**src/rtl/data_mem_responder.sv**
```systemverilog
// Wait-state data memory responder: a small word store behind an
// IDLE/ACCESS/DONE handshake with a programmable access latency.
module data_mem_responder #(
  parameter int N     = 32,
  parameter int DEPTH = 64,
  parameter int BASE  = 1024,
  parameter int WAIT  = 4
) (
  input  logic         clk,
  input  logic         rst,
  input  logic         MEM_R_ENIn,
  input  logic         MEM_W_ENIn,
  input  logic [N-1:0] ALU_ResIn,
  input  logic [N-1:0] Value_RmIn,
  output logic         ready,
  output logic [N-1:0] resultOut,
  output logic         errOut
);

  localparam int AW = (DEPTH > 1) ? $clog2(DEPTH) : 1;
  localparam logic [N-1:0] LO = N'(BASE);
  localparam logic [N-1:0] HI = N'(BASE + 4 * DEPTH);

  typedef enum logic [1:0] {
    IDLE,
    ACCESS,
    DONE
  } state_t;

  state_t state_q, state_d;
  logic [3:0]   cnt_q, cnt_d;
  logic [N-1:0] addr_q, addr_d;
  logic [N-1:0] wdata_q, wdata_d;
  logic         rd_q, rd_d;
  logic         wr_q, wr_d;
  logic         dual_q, dual_d;
  logic [N-1:0] result_q, result_d;
  logic         err_q, err_d;
  logic [N-1:0] mem_q [DEPTH];

  logic         req;
  logic         enter_done;
  logic         mem_we;
  logic [N-1:0] op_addr;
  logic [N-1:0] op_wdata;
  logic         op_rd;
  logic         op_wr;
  logic         op_dual;
  logic         op_in_range;
  logic [N-1:0] op_offs;
  logic [AW-1:0] op_idx;

  assign req = MEM_R_ENIn | MEM_W_ENIn;

  // Operand view for the completing access: with zero wait states the
  // access finishes on the capture edge, so the live inputs are used.
  always_comb begin
    if (state_q == IDLE) begin
      op_addr  = ALU_ResIn;
      op_wdata = Value_RmIn;
      op_wr    = MEM_W_ENIn;
      op_rd    = MEM_R_ENIn & ~MEM_W_ENIn;
      op_dual  = MEM_R_ENIn & MEM_W_ENIn;
    end else begin
      op_addr  = addr_q;
      op_wdata = wdata_q;
      op_wr    = wr_q;
      op_rd    = rd_q;
      op_dual  = dual_q;
    end
    op_in_range = (op_addr >= LO) && (op_addr < HI);
    op_offs     = op_addr - LO;
    op_idx      = AW'(op_offs >> 2);
  end

  // Handshake: stall while a request is pending or being served.
  always_comb begin
    ready = 1'b0;
    unique case (state_q)
      IDLE:    ready = ~req;
      ACCESS:  ready = 1'b0;
      DONE:    ready = 1'b1;
      default: ready = 1'b0;
    endcase
  end

  // Next-state, capture and completion logic.
  always_comb begin
    state_d    = state_q;
    cnt_d      = cnt_q;
    addr_d     = addr_q;
    wdata_d    = wdata_q;
    rd_d       = rd_q;
    wr_d       = wr_q;
    dual_d     = dual_q;
    result_d   = result_q;
    err_d      = 1'b0;
    enter_done = 1'b0;
    unique case (state_q)
      IDLE: begin
        if (req) begin
          addr_d  = ALU_ResIn;
          wdata_d = Value_RmIn;
          wr_d    = MEM_W_ENIn;
          rd_d    = MEM_R_ENIn & ~MEM_W_ENIn;
          dual_d  = MEM_R_ENIn & MEM_W_ENIn;
          cnt_d   = 4'(WAIT);
          if (WAIT == 0) begin
            state_d    = DONE;
            enter_done = 1'b1;
          end else begin
            state_d = ACCESS;
          end
        end
      end
      ACCESS: begin
        cnt_d = cnt_q - 4'd1;
        if (cnt_q <= 4'd1) begin
          cnt_d      = 4'd0;
          state_d    = DONE;
          enter_done = 1'b1;
        end
      end
      DONE:    state_d = IDLE;
      default: state_d = IDLE;
    endcase
    if (enter_done) begin
      if (op_rd) begin
        result_d = op_in_range ? mem_q[op_idx] : '0;
      end
      err_d = ~op_in_range | op_dual;
    end
  end

  assign mem_we = enter_done & op_wr & op_in_range;

  // Control and output registers.
  always_ff @(posedge clk) begin
    if (!rst) begin
      state_q  <= IDLE;
      cnt_q    <= '0;
      addr_q   <= '0;
      wdata_q  <= '0;
      rd_q     <= 1'b0;
      wr_q     <= 1'b0;
      dual_q   <= 1'b0;
      result_q <= '0;
      err_q    <= 1'b0;
    end else begin
      state_q  <= state_d;
      cnt_q    <= cnt_d;
      addr_q   <= addr_d;
      wdata_q  <= wdata_d;
      rd_q     <= rd_d;
      wr_q     <= wr_d;
      dual_q   <= dual_d;
      result_q <= result_d;
      err_q    <= err_d;
    end
  end

  // Word storage, cleared by reset; commits only when an access completes.
  always_ff @(posedge clk) begin
    if (!rst) begin
      for (int i = 0; i < DEPTH; i++) begin
        mem_q[i] <= '0;
      end
    end else if (mem_we) begin
      mem_q[op_idx] <= op_wdata;
    end
  end

  assign resultOut = result_q;
  assign errOut    = err_q;

endmodule

```
**config.mk**
```make
export PLATFORM = sky130hd
export DESIGN_NAME = data_mem_responder
export DESIGN_NICKNAME = d
export VERILOG_FILES = /design/src/rtl/data_mem_responder.sv
export SDC_FILE = /design/constraint.sdc
export NUM_CORES = 2
export LEC_CHECK = 0
export BUFFER_PORTS_ARGS = -buffer_cell sky130_fd_sc_hd__buf_2
export CORE_MARGIN = 5
export CORE_UTILIZATION = 23
export DETAILED_ROUTE_END_ITERATION = 8
export MAX_ROUTING_LAYER = met4
export PLACE_DENSITY = 0.4
export SLEW_MARGIN = 30
export SYNTH_ARGS = -nofsm -noshare
export SYNTH_HDL_FRONTEND = slang
export SYNTH_SLANG_ARGS = --single-unit
```
**constraint.sdc**
```tcl
create_clock -name clk -period 6.2 [get_ports clk]
set_clock_uncertainty 0.2 [all_clocks]
set_input_delay 0.62 -clock clk [delete_from_list [all_inputs] [get_ports clk]]
set_output_delay 0.62 -clock clk [all_outputs]
set_load 0.005 [all_outputs]
```
==> results_dict.tcl <==
set metrics [dict create \
    rsz0062_at_grt "false" \
    drive_gt1_frac 0.1215 \
    synth_top_family_by_area "simple AND/OR/NAND/NOR gates" \
    dp_hpwl_um 243600 \
    wl_per_cell_um 30.24 \
    peakVddDrop_mv 0.2713 \
    synthFlopType "edfxtp_1" \
    regArea_um2 63580 \
    antenna_found_initial 28 \
    synth_top_area_frac 0.6807 \
    power_uw 37000 \
    gp_congestion 0.8694 \
    worstMarginPinSlew_ns 1.213 \
    hold_viol_final 0 \
    status "completed" \
    synth-xor-area-share 0 \
    dp_cells 12870 \
    cp-startpoint "state_q[0]" \
    min_path_type "register to register" \
    end_kind "register" \
    critPathKind "register to register" \
    yosysMostFrequentCell "nor2_1" \
    yosys.area.top_type "edfxtp_1" \
    cts_tree "done" \
    synth_cells 7877 \
    overflow 0 \
    syn_nets 7947 \
    grt_pass1_vias 64500 \
    ant_nets 0 \
    grt_pass1_wl_um 550300 \
    synth_cell_types 64 \
    via_count 66820 \
    synthMuxAreaShare 0.01902 \
    crit_required_ns 6.87 \
    drv_cap 0 \
    synth-seq-area-share 0.7038 \
    worst_hold_startpoint "resultOut[22]" \
    crit_arrival_ns 5.69 \
    synth_fa_ha_area_frac 0.0002770 \
    cts.sinks 2152 \
    portBuffers 99 \
    row_count 230 \
    slew_headroom 0.1872 \
    syn-cell-area_um2 90340 \
    worst-path-max-fanout 23 \
    clk_latency_ns 0.98 \
    drtPass1Iterations 5 \
    finalCritPeriodShare 0.8103 \
    slew_violations 0 \
    path_clk_slew_ns 0.06 \
    grt_start_max_net_pins 65 \
    fin_util 0.2738 \
    finalNonFillerCells 13390 \
    routed_wl_um 404700 \
    cts_root_buf "clkbuf_16" \
    die-area_um2 405400 \
    max_freq_mhz 199.0 \
    synth_simple_gate_area_share 0.1676 \
    leakagePower_uw 0.03652 \
    grt_use_total 0.1979 \
    vias_per_cell 4.992 \
    drt_iter0_markers 7626 \
    async_flop_share 0 \
    yosys-top-cells-count "nor2_1 (2218), edfxtp_1 (2048), nand2_1 (1137)" \
    cts_max_path_buffers 4 \
    avgSynthCellArea_um2 11.47 \
    h-tree-depth 4 \
    power_density_nw_per_um2 344.8 \
    pin_count 102 \
    finalSetupTns_ns 0 \
    ys_warn_count 0 \
    layout.nets 8031 \
    start_util 0.2305 \
    synth_edf_count 2048 \
    syn_to_final_growth_pct 18.80 \
    min_period_ns 5.024 \
    synth-compound-area-share 0.07559 \
    dieHeight_um 636.7 \
    core_um2 392000 \
    cts.repair.resized 0 \
    multi_input_area_um2 24790 \
    post_cts_buffers 0 \
    setup_viol 0 \
    cts_buffers 238 \
    hold_slack_ns 0.2429 \
    ys_ff_latch 2152 \
    n_fill_cell 40610 \
    post_synth_main_area_contributors "edfxtp_1 (68%), nor2_1 (9.2%), nand2_1 (4.7%)" \
    r2r_start "state_q[0]" \
    drc 0 \
    die_x_um 636.7 \
    startpoint_type "register" \
]
-- path summary, 6_finish.rpt --
| check | end | slack [ns] | cells past startpoint |
|---|---|---|---|
| min reg2reg | resultOut[22] | 0.24 | 2 |
| max | resultOut[21] | 1.18 | 10 |
| max reg2reg | resultOut[21] | 1.18 | 10 |
| min | resultOut[22] | 0.24 | 2 |
-- what timing repair did --
| action | in CTS | in global routing |
|---|---|---|
| hold endpoints to repair | 107 | 0 |
| setup endpoints to repair | 0 | 0 |
| hold buffers | 74 | 0 |
-- per-layer routing --
metal,routed length [um],vias to the layer above,global-route usage
li1,-,28220,-
met1,171800,35090,0.2602
met2,188800,2880,0.3128
met5,0,-,-
met3,26920,632,0.02598
met4,17260,0,0.07282
-- logic make-up (layout without fill, tap and decap cells) --
family | count (synthesis) | in the layout
AO/OA/AOI/OAI | 1002 | 1002
adder cells (fa/ha/maj) | 2 | 2
other | 0 | 14
flip-flops | 2152 | 2152
multiplexers | 171 | 171
buffers and inverters | 731 | 1005
AND/OR/NAND/NOR | 3819 | 3819
-- layout make-up --
| type | instances | share of cell area |
|---|---|---|
| Antenna cell | 14 | 0.0003264 |
| Clock buffer | 320 | 0.06050 |
| Clock inverter | 110 | 0.008989 |
| Inverter | 3 | 0.0001049 |
| Multi-Input combinational cell | 4994 | 0.2310 |
| Sequential cell | 2152 | 0.5924 |
| Tap cell | 5220 | 0.06086 |
| Timing Repair Buffer | 572 | 0.04582 |
-- sequential cells by signal, summed over array words and instances (netlist names) --
register,cells
cnt_q,4
dual_q,1
errOut,1
rd_q,1
wr_q,1
mem_q,2048
state_q,2
addr_q,30
resultOut,32
wdata_q,32
-- metrics by stage --
stage          instance area, um2  setup slack, ns
4_1_cts                    107300            1.263
3_5_place_dp                99070            1.270
5_1_grt                    107300            1.130
6_report                   107300            1.176
3_3_place_gp                98710            1.052
2_1_floorplan               90340            2.629
-- critical path, stage by stage (launching register included) --
cell and delay [ns]:
dfxtp_1 0.73, o21a_1 0.50, a21o_4 0.62, buf_4 0.41, mux2i_1 0.14, a32o_1 0.25
nor3_1 0.74, o22ai_1 0.20, buf_4 0.24, nor4_1 0.72, a21o_1 0.14
-- layout by cell type, fill, tap and decap left out, types with 23 or more instances in the layout --
cell type / n
buf_12: 48
a32o_1: 49
a31oi_1: 154
mux2i_4: 32
nand3_1: 256
dlygate4sd3_1: 74
o22ai_1: 425
buf_4: 341
dfxtp_1: 104
clkbuf_16: 241
nand2_2: 51
clkinv_1: 63
nor2_1: 2209
mux2i_1: 134
nor3_1: 55
nand2_1: 1066
a21boi_0: 76
edfxtp_1: 2048
buf_2: 99
a21oi_1: 89
clkbuf_1: 60
clkinv_2: 23
a32oi_1: 75
nor4_1: 68
-- power by group --
group          total (uW)  internal [uW]  switching [uW]
logic                6510           1490            5020
clock network       13900           7840            6110
registers           16500          16400             181
total               37000          25700           11300
Note: power is estimated with default switching activity, not from simulation.
